**config.mk**
```make
export PLATFORM = sky130hd
export DESIGN_NAME = tms320_host_port_bridge
export DESIGN_NICKNAME = d
export VERILOG_FILES = /design/src/rtl/tms320_host_port_bridge.sv
export SDC_FILE = /design/constraint.sdc
export NUM_CORES = 1
export LEC_CHECK = 0
export BUFFER_PORTS_ARGS = -buffer_cell sky130_fd_sc_hd__buf_2
export CAP_MARGIN = 10
export CORE_MARGIN = 3
export CORE_UTILIZATION = 51
export CTS_CLUSTER_DIAMETER = 30
export DETAILED_ROUTE_END_ITERATION = 10
export PLACE_DENSITY = 0.78
export REMOVE_ABC_BUFFERS = 1
export SYNTH_ARGS = -nofsm -noshare
export SYNTH_HDL_FRONTEND = slang
export SYNTH_SLANG_ARGS = --single-unit
```
**constraint.sdc**
```tcl
create_clock -name CLK -period 2.5 [get_ports CLK]
set_input_delay 0.5 -clock CLK [delete_from_list [all_inputs] [get_ports CLK]]
set_output_delay 0.5 -clock CLK [all_outputs]
set_load 0.05 [all_outputs]
```
**src/rtl/tms320_host_port_bridge.sv**
```systemverilog
// TMS320C1x external port responder: maps DSP IN/OUT strobes onto host shared
// RAM over a req/ack interface, stalling the DSP and exposing RS/BIO/INT pins.
module tms320_host_port_bridge #(
    parameter int ADDR_W  = 15,
    parameter int INT_LEN = 4
) (
    input  logic              CLK,
    input  logic              RST,
    input  logic              CE_R,
    input  logic [2:0]        DSP_A,
    input  logic [15:0]       DSP_DO,
    input  logic              DSP_WE_N,
    input  logic              DSP_DEN_N,
    output logic [15:0]       DSP_DI,
    output logic              DSP_WAIT,
    output logic              DSP_RS_N,
    output logic              DSP_BIO_N,
    output logic              DSP_INT_N,
    input  logic              HOST_CTRL_WR,
    input  logic [2:0]        HOST_CTRL_D,
    output logic              HOST_DONE,
    output logic              MEM_REQ,
    output logic              MEM_WE,
    output logic [ADDR_W-1:0] MEM_ADDR,
    output logic [15:0]       MEM_WDATA,
    input  logic [15:0]       MEM_RDATA,
    input  logic              MEM_ACK
);
    localparam int CNT_W = $clog2(INT_LEN + 1);

    typedef enum logic [1:0] {IDLE, RD, WR, FIN} state_t;

    state_t            state;
    logic [ADDR_W-1:0] addr_q;
    logic [15:0]       rdata_q;
    logic [CNT_W-1:0]  int_cnt;
    logic              idle, wr_det, rd_det, port1, abort, int_trig;

    // Strobes only count while idle; a busy DSP is frozen and repeats them.
    assign idle     = (state == IDLE);
    assign wr_det   = CE_R & idle & ~DSP_WE_N;
    assign rd_det   = CE_R & idle & ~DSP_DEN_N;
    assign port1    = (DSP_A == 3'd1);
    assign abort    = HOST_CTRL_WR & ~HOST_CTRL_D[0] & ((state == RD) | (state == WR));
    assign int_trig = HOST_CTRL_WR & HOST_CTRL_D[2];

    // Combinational so the core freezes in the very cycle the access appears.
    assign DSP_WAIT = ~idle | (port1 & (wr_det | rd_det));

    always_comb begin
        DSP_DI = '0;
        case (DSP_A)
            3'd0:    DSP_DI = 16'(addr_q);
            3'd1:    DSP_DI = rdata_q;
            3'd2:    DSP_DI = {15'b0, HOST_DONE};
            default: DSP_DI = '0;
        endcase
    end

    always_ff @(posedge CLK or posedge RST) begin
        if (RST) begin
            state     <= IDLE;
            addr_q    <= '0;
            rdata_q   <= '0;
            int_cnt   <= '0;
            DSP_RS_N  <= 1'b0;
            DSP_BIO_N <= 1'b1;
            DSP_INT_N <= 1'b1;
            HOST_DONE <= 1'b0;
            MEM_REQ   <= 1'b0;
            MEM_WE    <= 1'b0;
            MEM_ADDR  <= '0;
            MEM_WDATA <= '0;
        end else begin
            if (HOST_CTRL_WR) begin
                DSP_RS_N  <= HOST_CTRL_D[0];
                DSP_BIO_N <= ~HOST_CTRL_D[1];
            end

            // A retrigger reloads the counter, stretching an active pulse.
            if (int_trig) begin
                int_cnt   <= CNT_W'(INT_LEN);
                DSP_INT_N <= 1'b0;
            end else if (CE_R && int_cnt != '0) begin
                int_cnt <= int_cnt - 1'b1;
                if (int_cnt == CNT_W'(1))
                    DSP_INT_N <= 1'b1;
            end

            if (wr_det) begin
                case (DSP_A)
                    3'd0:    addr_q    <= DSP_DO[ADDR_W-1:0];
                    3'd3:    HOST_DONE <= DSP_DO[15];
                    default: ;
                endcase
            end

            case (state)
                IDLE: begin
                    if (port1 && wr_det) begin
                        state     <= WR;
                        MEM_REQ   <= 1'b1;
                        MEM_WE    <= 1'b1;
                        MEM_ADDR  <= addr_q;
                        MEM_WDATA <= DSP_DO;
                    end else if (port1 && rd_det) begin
                        state    <= RD;
                        MEM_REQ  <= 1'b1;
                        MEM_WE   <= 1'b0;
                        MEM_ADDR <= addr_q;
                    end
                end
                RD, WR: begin
                    // Host stopping the DSP drops the access without touching ADDR/RDATA.
                    if (abort) begin
                        state     <= IDLE;
                        MEM_REQ   <= 1'b0;
                        HOST_DONE <= 1'b0;
                    end else if (MEM_ACK) begin
                        state   <= FIN;
                        MEM_REQ <= 1'b0;
                        addr_q  <= addr_q + 1'b1;
                        if (state == RD)
                            rdata_q <= MEM_RDATA;
                    end
                end
                FIN: begin
                    if (CE_R)
                        state <= IDLE;
                end
                default: state <= IDLE;
            endcase
        end
    end
endmodule

```
==> flow_summary.json <==
{
  "dr.first_iter.drc_count": 233,
  "cts_sinks": 73,
  "power_leakage_nw": 2.22,
  "synth-edff-count": 0,
  "ports_placed_on_the_boundary": 99,
  "n_antenna_cell": 0,
  "final_max_slew_viol_count": 0,
  "clk_pin_slew_ns": 0.08,
  "wire_length_of_the_first_global_routing_pass_um": 14100,
  "largest_net_degree_at_the_start_of_global_routing": 74,
  "rr_worst_depth": 6,
  "dieHeight_um": 91.4,
  "critical_path.startpoint_type": "register",
  "yosys_register_bits": 73,
  "grt_util_all_layers": 0.213,
  "finalNetCount": 465,
  "clock_insertion_delay_worst_skew_ns": 0.34,
  "hpwl_um": 6270,
  "post-route-min-period_ns": 2.12,
  "gp_routability_congestion": 0.864,
  "power_density_nw_per_um2": 1350,
  "vias_in_the_first_global_route": 2806,
  "clock-skew-final_ns": 0.0103,
  "die_width_um": 91.4,
  "area_delta_synth_final_pct": 20.2,
  "use_met2": 0.321,
  "clk_root_buffer_cell": "clkbuf_8",
  "worst_setup_path_end_kind": "output port",
  "syn_inst": 315,
  "cts_tree": "built",
  "timing.hold.worst.class": "in -> async",
  "syn-cell-area_um2": 3720,
  "setup.worst_path.start": "state[0]$_DFFE_PP0P_",
  "tightestPinTransition_ns": 0.565,
  "grt_overflow_total": 0,
  "design.core.area_um2": 6940,
  "ctsResizeCount": 0,
  "power.internal_w": 0.00320,
  "switching_share": 0.471,
  "via_per_inst": 5.50,
  "ctsLongestPathBuffers": 2,
  "switching_power_w": 0.00285,
  "router_iterations_before_antenna_repair": 4,
  "cp_data_required_time_ns": 2.00,
  "port_buffers": 98,
  "power.ir.vdd_worst_mv": 0.594,
  "post-route-drc-count": 0,
  "fp-row-count": 30,
  "regToRegStartpoint": "state[0]$_DFFE_PP0P_",
  "drive_gt1_frac": 0.450,
  "post-route-period-util": 0.849,
  "sequentialPowerShare": 0.355,
  "synth-async-reset-ratio": 1.00,
  "synth_ff_type": "dfrtp_1",
  "timing.critical_path.arrival_ns": 1.62,
  "finalSetupViolCount": 0,
  "floorplan.initialDensity": 0.536,
  "total_via_count_after_detailed_routing": 2816,
  "post_cts_buffers": 0,
  "rsz0062_at_grt": "no",
  "post_drt_wl_per_cell_um": 16.7,
  "met3_usage_grt": 0.0331,
  "critPathKind": "reg -> out",
  "cts_buffers": 9,
  "max_slew_margin": 0.622,
  "max_freq_mhz": 471,
  "timing.critical_path.fanout_max": 4,
  "die_area_um2": 8360,
  "gr-usage-met1": 0.303,
  "part_of_the_total_power_dissipated_in_the_clock_network": 0.151,
  "power.share.combinational": 0.494,
  "status": "finished, final reports clean",
  "hold_viol_final": 0,
  "fin_setup_tns_ns": 0,
  "synth.yosys.warnings": 0,
  "ctsHoldBuffers": 0,
  "cap_viol_max_count": 0,
  "clock_tree.htree_level_count": 3,
  "synth_cell_types": 54,
  "grt_busiest_layer": "met2",
  "design_power_total_w": 0.00605,
  "detail-route-antenna-nets": 0,
  "wl_um": 8560,
  "avgSynthCellArea_um2": 11.8,
  "ys_seq_area_frac": 0.491,
  "initial_antenna_violation_count": 0
}
## per-stage QoR
step,utilization,worst slack [ns],cell area (um^2),instances,hold WS [ns]
6_report,0.644,0.377,4470,512,0.219
5_1_grt,0.644,0.275,4470,512,0.248
4_1_cts,0.644,0.370,4470,512,0.236
3_5_place_dp,0.616,0.417,4280,496,0.487
3_3_place_gp,0.616,0.490,4280,496,0.483
2_1_floorplan,-,0.150,3620,297,0.473
## final timing paths
kind,endpoint,slack (ns)
max,DSP_WAIT,0.38
min,rdata_q[15]$_DFFE_PP0P_,0.22
max reg2reg,addr_q[12]$_DFF_PP0_,0.39
min reg2reg,DSP_BIO_N$_DFFE_PP1P_,0.50
max in group asynchronous,DSP_BIO_N$_DFFE_PP1P_,1.93
min in group CLK,DSP_BIO_N$_DFFE_PP1P_,0.29
## worst max-delay path: stages (launching register included)
cell     delay (ns)
dfrtp_1        0.42
inv_1          0.11
ha_1           0.27
o31a_1         0.22
inv_1          0.05
buf_2          0.20
## power by group through the flow
stage               clock (W)  sequential (W)  combinational, W
floorplan                   0         0.00298           0.00143
global placement            0         0.00213           0.00292
detailed placement          0         0.00216           0.00300
CTS                  0.000941         0.00214           0.00300
global route         0.000988         0.00222           0.00318
finish               0.000914         0.00215           0.00299
## metal layers
metal | up-vias | share of wire
met4 | 0 | 0.0079
met2 | 96 | 0.47
met1 | 1370 | 0.46
met3 | 4 | 0.060
met5 | - | 0
li1 | 1346 | -
## logic make-up (layout without fill, tap and decap cells)
group,count (synthesis),count (layout),synth area share
simple gates,83,83,0.119
flops,73,73,0.491
mux,71,71,0.216
compound gates,49,49,0.102
buf+inv,29,130,0.0393
fa+ha+maj,9,9,0.0302
xor+xnor,1,1,0.00235
## synthesized netlist by cell type (2+ instances only)
master,n,area [um^2]
a21oi_1,14,70.1
a311oi_1,2,17.5
a211oi_1,3,22.5
nand3_1,12,60.1
o221a_2,7,78.8
o31ai_1,2,15.0
and2_1,4,25.0
buf_4,3,22.5
ha_1,9,113
mux2_4,9,135
dfstp_2,2,52.6
inv_1,11,41.3
o21ai_0,3,15.0
nand2_1,15,56.3
and3_1,4,25.0
o22ai_1,2,12.5
nor3_1,5,25.0
a221o_1,2,20.0
buf_6,2,22.5
and4_1,3,26.3
dfrtp_1,71,1780
buf_2,9,45.0
nand4_1,5,31.3
mux2_2,40,450
mux2i_1,22,220
nor2_1,23,86.3
clkbuf_1,4,15.0
## final cells by class
class                   instances  area (um^2)
fillers                       548         2470
flip-flops and latches         73         1830
clock inverters                 7         71.3
clock buffers                   9          124
repair buffers                103          541
well taps                      96          120
multi-input cells             213         1750
inverters                      11         41.3
## state kept, by name, summed over array words and instances (netlist names)
name	flops
int_cnt	3
DSP_BIO_N	1
state	2
rdata_q	16
addr_q	15
MEM_WE	1
MEM_ADDR	15
MEM_WDATA	16
HOST_DONE	1
DSP_INT_N	1
DSP_RS_N	1
MEM_REQ	1
## cells in the final DEF, fill, tap and decap left out, types with 3 or more instances in the layout
cell type   count
buf_2          98
dfrtp_1        71
mux2_2         40
nor2_1         23
mux2i_1        22
nand2_1        15
a21oi_1        14
nand3_1        12
inv_1          10
mux2_4          9
ha_1            9
clkbuf_8        9
o221a_2         7
nor3_1          5
nand4_1         5
and2_1          4
and3_1          4
buf_4           4
and4_1          3
a211oi_1        3
o21ai_0         3
clkinvlp_4      3
No activity file was read; power rests on OpenSTA's default activity.
